File: config.mk
export PLATFORM = sky130hd
export DESIGN_NAME = mem_arbiter
export DESIGN_NICKNAME = d
export VERILOG_FILES = /design/src/rtl/mem_arbiter.sv
export SDC_FILE = /design/constraint.sdc
export NUM_CORES = 1
export LEC_CHECK = 0
export CORE_UTILIZATION = 23
export CTS_CLUSTER_DIAMETER = 120
export CTS_CLUSTER_SIZE = 8
export DETAILED_ROUTE_END_ITERATION = 16
export DONT_BUFFER_PORTS = 1
export SYNTH_ARGS = -nofsm -noshare
export SYNTH_HDL_FRONTEND = slang
export SYNTH_SLANG_ARGS = --single-unit
export TNS_END_PERCENT = 30
File: constraint.sdc
create_clock -name clk -period 2.66 [get_ports clk]
set_clock_uncertainty 0.2 [all_clocks]
set_input_delay 0.266 -clock clk [delete_from_list [all_inputs] [get_ports clk]]
set_output_delay 0.266 -clock clk [all_outputs]
set_load 0.03 [all_outputs]
File: src/rtl/mem_arbiter.sv
// Two-master to one-port memory arbiter: the instruction-fetch and data buses share one
// external memory port. Ownership is registered and held until the memory acks.
module mem_arbiter #(
  parameter logic DATA_PRIORITY = 1'b1
) (
  input  logic        clk,
  input  logic        reset,
  input  logic [19:1] instr_m_addr,
  output logic [15:0] instr_m_data_in,
  input  logic        instr_m_access,
  output logic        instr_m_ack,
  input  logic [19:1] data_m_addr,
  output logic [15:0] data_m_data_in,
  input  logic [15:0] data_m_data_out,
  input  logic        data_m_access,
  output logic        data_m_ack,
  input  logic        data_m_wr_en,
  input  logic [1:0]  data_m_bytesel,
  output logic [19:1] q_m_addr,
  input  logic [15:0] q_m_data_in,
  output logic [15:0] q_m_data_out,
  output logic        q_m_access,
  input  logic        q_m_ack,
  output logic        q_m_wr_en,
  output logic [1:0]  q_m_bytesel,
  output logic [1:0]  grant
);

  typedef enum logic [1:0] {
    IDLE        = 2'd0,
    GRANT_INSTR = 2'd1,
    GRANT_DATA  = 2'd2
  } state_e;

  state_e state_q;
  state_e state_d;

  // Ownership register
  always_ff @(posedge clk) begin
    if (reset) begin
      state_q <= IDLE;
    end else begin
      state_q <= state_d;
    end
  end

  // Next owner: fixed priority from IDLE, hand-over to the other requester on ack
  always_comb begin
    state_d = state_q;
    case (state_q)
      IDLE: begin
        if (instr_m_access && data_m_access) begin
          if (DATA_PRIORITY) begin
            state_d = GRANT_DATA;
          end else begin
            state_d = GRANT_INSTR;
          end
        end else if (data_m_access) begin
          state_d = GRANT_DATA;
        end else if (instr_m_access) begin
          state_d = GRANT_INSTR;
        end else begin
          state_d = IDLE;
        end
      end
      GRANT_INSTR: begin
        if (q_m_ack) begin
          if (data_m_access) begin
            state_d = GRANT_DATA;
          end else begin
            state_d = IDLE;
          end
        end else begin
          state_d = GRANT_INSTR;
        end
      end
      GRANT_DATA: begin
        if (q_m_ack) begin
          if (instr_m_access) begin
            state_d = GRANT_INSTR;
          end else begin
            state_d = IDLE;
          end
        end else begin
          state_d = GRANT_DATA;
        end
      end
      default: begin
        state_d = IDLE;
      end
    endcase
  end

  // Memory-port mux and ack routing; everything is quiet while no one owns the port
  always_comb begin
    q_m_addr     = 19'd0;
    q_m_data_out = 16'd0;
    q_m_access   = 1'b0;
    q_m_wr_en    = 1'b0;
    q_m_bytesel  = 2'b00;
    instr_m_ack  = 1'b0;
    data_m_ack   = 1'b0;
    grant        = 2'b00;
    case (state_q)
      GRANT_INSTR: begin
        q_m_addr     = instr_m_addr;
        q_m_access   = instr_m_access;
        q_m_bytesel  = 2'b11;
        instr_m_ack  = q_m_ack;
        grant        = 2'b01;
      end
      GRANT_DATA: begin
        q_m_addr     = data_m_addr;
        q_m_data_out = data_m_data_out;
        q_m_access   = data_m_access;
        q_m_wr_en    = data_m_wr_en;
        q_m_bytesel  = data_m_bytesel;
        data_m_ack   = q_m_ack;
        grant        = 2'b10;
      end
      default: begin
        grant = 2'b00;
      end
    endcase
  end

  // Read data is broadcast; each consumer qualifies it with its own ack.
  assign instr_m_data_in = q_m_data_in;
  assign data_m_data_in  = q_m_data_in;

endmodule

# After elaboration in Yosys (flattened, before gate mapping)

Cells that the tools add are included.

Equality and inequality tests: 2
Multiplexer cells: 15
Reduce and logical (&&, ||, !) cells: 2

Operators with widths:

| kind                                                | number |
|---|---|
| case mux 19 bit (2 select lines)                    | 1 |
| 2-to-1 mux 16 bit                                   | 1 |
| 2-to-1 mux 2 bit                                    | 5 |
| case mux 2 bit (2 select lines)                     | 2 |
| case mux 2 bit (3 select lines)                     | 1 |
| 2-to-1 mux 1 bit                                    | 4 |
| equality test 2 x 1 -> 1 bit, second input constant | 1 |
| equality test 2 bit, second input constant          | 1 |
| zero test 2 bit                                     | 1 |
| case mux 1 bit (2 select lines)                     | 1 |
| logical AND 1 bit                                   | 1 |

Bits in registers: 2
Input port bits: 78
Word-level logic and storage cells: 20

# Logic depth before layout (Yosys ltp)

Depth in word-level cells: 4
Depth in mapped cells: 5

# Worst setup path after synthesis

Ideal clock, no wire load.

Path kind: register -> output
From: register state_q[0]
To: output port q_m_access
Buffers on the path: 1
Cell stages (with the launch flop): 5
Arrival time: 1.427 ns
Setup slack: 0.767 ns
Cell sequence: dfxtp_1 -> inv_1 -> ha_1 -> clkbuf_1 -> nor2b_1

Word-level cells in the longest chain between the ends: 2
Elaborated cells on any way between the ends: 3
Classes of those cells: 2 x eq/ne; 1 x mux

RTL lines:

| item                                                                       | line | RTL |
|---|---|---|
| start: declaration                                                         | 35   | `state_e state_q;` |
| start signal: assignment                                                   | 43   | `state_q <= state_d;` |
| equality test 2 bit / equality test 2 x 1 -> 1 bit (equally long branches) | 104  | `case (state_q)` |
| case mux 1 bit (2 select lines) *                                          | 104  |  |
| end: declaration                                                           | 22   | `output logic q_m_access,` |

Mark *: on every way between the ends. The rest lies on a longest branch, timed or not.

# Final worst setup path

From: register state_q[0]
To: output port q_m_addr[7] (netlist name)

Word-level cells in the longest chain between the ends: 2
Elaborated cells on any way between the ends: 3
Classes of those cells: 2 x eq/ne; 1 x mux

RTL lines:

| item                                                                       | line | RTL |
|---|---|---|
| equality test 2 bit / equality test 2 x 1 -> 1 bit (equally long branches) | 104  |  |
| case mux 19 bit (2 select lines) *                                         | 104  |  |
| end: declaration                                                           | 19   | `output logic [19:1] q_m_addr,` |

Marked as above.

==> impl_metrics.toml <==
[outcome]
status = "finished, final reports clean"

[synth]
ys_ff_latch = 2
synth-compound-area-share = 0.225
synth-adder-area-share = 0.0865
seq_area_frac_synth = 0.0461
synth_top_family_by_area = "buffers and inverters"
synth_cells = 120
yosys.area_share.simple = 0.317
synth.avg_cell_area_sq_um = 7.24
syn_area_sq_um = 868
synth.mux.area_fraction = 0
synth_warnings = 0
synth_cell_types = 13
synth_nets = 204
synth_xor_area_frac = 0

[global_route]
grt_pass1_wl_microns = 2860
gr-total-overflow = 0
grt_usage = 0.0916
grt_pass1_vias = 629
grt_max_degree = 29
antenna_found_initial = 0

[timing]
relSlewSlack = 0.668
fmax_mhz = 473
period_needed_ns = 2.11
rsz0062_at_grt = "no"
min_period_over_period = 0.794
finalSetupTns_ns = 0
whs_ns = 0.0556
hold_viol_final = 0
setup_violations = 0
finalMaxSlewViolations = 0
tightestPinTransition_ns = 0.498

[worst_setup_path]
cp-end-kind = "output port"
crit_path_max_incr_delay_ns = 0.61
crit_fanout = 22
worstPathRequired_ns = 2.19
slowest_stage = "ha_1"
worstPathArrival_ns = 1.65
path_cells = "inv_1 > ha_1 > nor2b_1 > buf_4"
path_class = "register to output port"
cp-start-kind = "register"
reg2reg_slack_ns = 0.91

[route]
vias_per_cell = 4.72
first_pass_iters = 4
wire_per_inst_microns = 12.9
postRouteAntennaNets = 0
drt_iter0_drc = 17
wirelength_microns = 2030
drc = 0
vias = 741

[layout]
syn_to_final_growth_pct = 4.18
largest_reg_flops = 2
top_register = "state_q"
fin_nets = 197
num-fill-cells = 386
num_antenna_cells = 0
final_cells = 157
biggestRegsByFlops = "state_q x2"
fin_area_sq_um = 905
drive_gt1_frac = 0.288

[floorplanning]
initial_core_util = 0.250
io_pins = 153
die_w_microns = 63.4
die_y_microns = 63.4
rows = 21
core_sq_mm = 0.00347
die_area_sq_mm = 0.00403

[placement]
numPortBuffers = 0
place_hpwl_microns = 1620
dpl.cell_count = 153
dpl_cell_area_sq_um = 853
place_congestion = 0.649

[clock_network]
clkTransAtPathRegs_ns = 0.03
clockRootBuffer = "clkbuf_8"
cts_resized = 0
cts_tree = "built"
clk_path_buf_depth = 2
h-tree-depth = 1
cts_buffers = 3
clk_latency_ns = 0.21
cts_sinks = 2
cts_setup_buffers = 0

[power_and_ir_drop]
max-vdd-ir-drop_mv = 0.193
p_int_w = 0.000206
p_clk_frac = 0.327
power_density_mw_per_mm2 = 405
p_total_w = 0.000366
p_sw_w = 0.000160
power_frac_comb = 0.576
p_leak_nw = 0.356
pwr-share-seq = 0.097
p_sw_frac = 0.438

[run]
drv_cap = 0

[worst_hold_path]
hold_path_class = "input port to register"
## layout by cell type, fill, tap and decap left out, drive strengths merged, types with 3 or more instances in the layout
cell type / n
a22oi: 20
and2: 19
buf: 27
clkbuf: 3
ha: 6
nor2b: 23
## metal layers
layer | vias to the layer above | global-route usage | share of wire
li1 | 349 | - | -
met1 | 334 | 0.103 | 0.38
met2 | 52 | 0.150 | 0.51
met3 | 6 | 0.0236 | 0.10
met4 | 0 | 0.0625 | 0.011
met5 | - | 0 | 0
## Yosys cell counts (all sizes together)
cell	number	share of area
clkbuf	4	0.017
a21oi	2	0.012
a22oi	20	0.17
nand2b	2	0.014
ha	6	0.086
and2	19	0.14
inv	2	0.0086
nor2b	23	0.17
a211oi	2	0.029
buf	36	0.30
o21ai	2	0.012
dfxtp	2	0.046
## layout make-up
cell class | instances | area [sq um] | area share
inverter | 2 | 7.51 | 0.00830
sequential | 2 | 40.0 | 0.0443
multi-input combinational | 76 | 546 | 0.603
clock buffer | 3 | 41.3 | 0.0456
timing repair buffer | 28 | 213 | 0.235
tap | 46 | 57.6 | 0.0636
## through the flow
step	worst slack, ns	utilization
after global routing	0.304	0.261
final	0.547	0.261
after floorplan	0.767	-
after detailed placement	0.717	0.246
after CTS	0.499	0.261
after global placement	0.738	0.246
## path summary, 6_finish.rpt
kind	start	endpoint	cells after the start
setup / recovery	state_q[0]$_SDFF_PP0_	q_m_addr[7]	4
hold reg to reg	state_q[1]$_SDFF_PP0_	state_q[1]$_SDFF_PP0_	2
setup reg to reg	state_q[1]$_SDFF_PP0_	state_q[1]$_SDFF_PP0_	6
hold / removal	q_m_ack	state_q[1]$_SDFF_PP0_	2
## worst max-delay path, delay by kind of cell, from the launching register on
kind	cells	cell delay, ns
flip-flops	1	0.37
AND/OR/NAND/NOR	1	0.20
buffers and inverters	2	0.26
adder cells (fa/ha/maj)	1	0.61
## power groups by stage
stage                     clock [W]  sequential [W]  combinational, W
after global placement            0       0.0000356          0.000211
after detailed placement          0       0.0000358          0.000212
after global routing       0.000129       0.0000361          0.000226
after CTS                  0.000124       0.0000354          0.000214
after floorplan                   0       0.0000354          0.000258
final                      0.000120       0.0000354          0.000211
## kinds of logic after synthesis
| family | count (synthesis) |
|---|---|
| AO/OA/AOI/OAI | 26 |
| adder cells (fa/ha/maj) | 6 |
| buffers and inverters | 42 |
| flip-flops | 2 |
| AND/OR/NAND/NOR | 44 |
## timing repair
item / CTS / global route
endpoints found under the setup margin: 0 / 0
hold endpoints to repair: 2 / 0
hold buffers: 1 / 0
(Power assumes the default switching activity.)
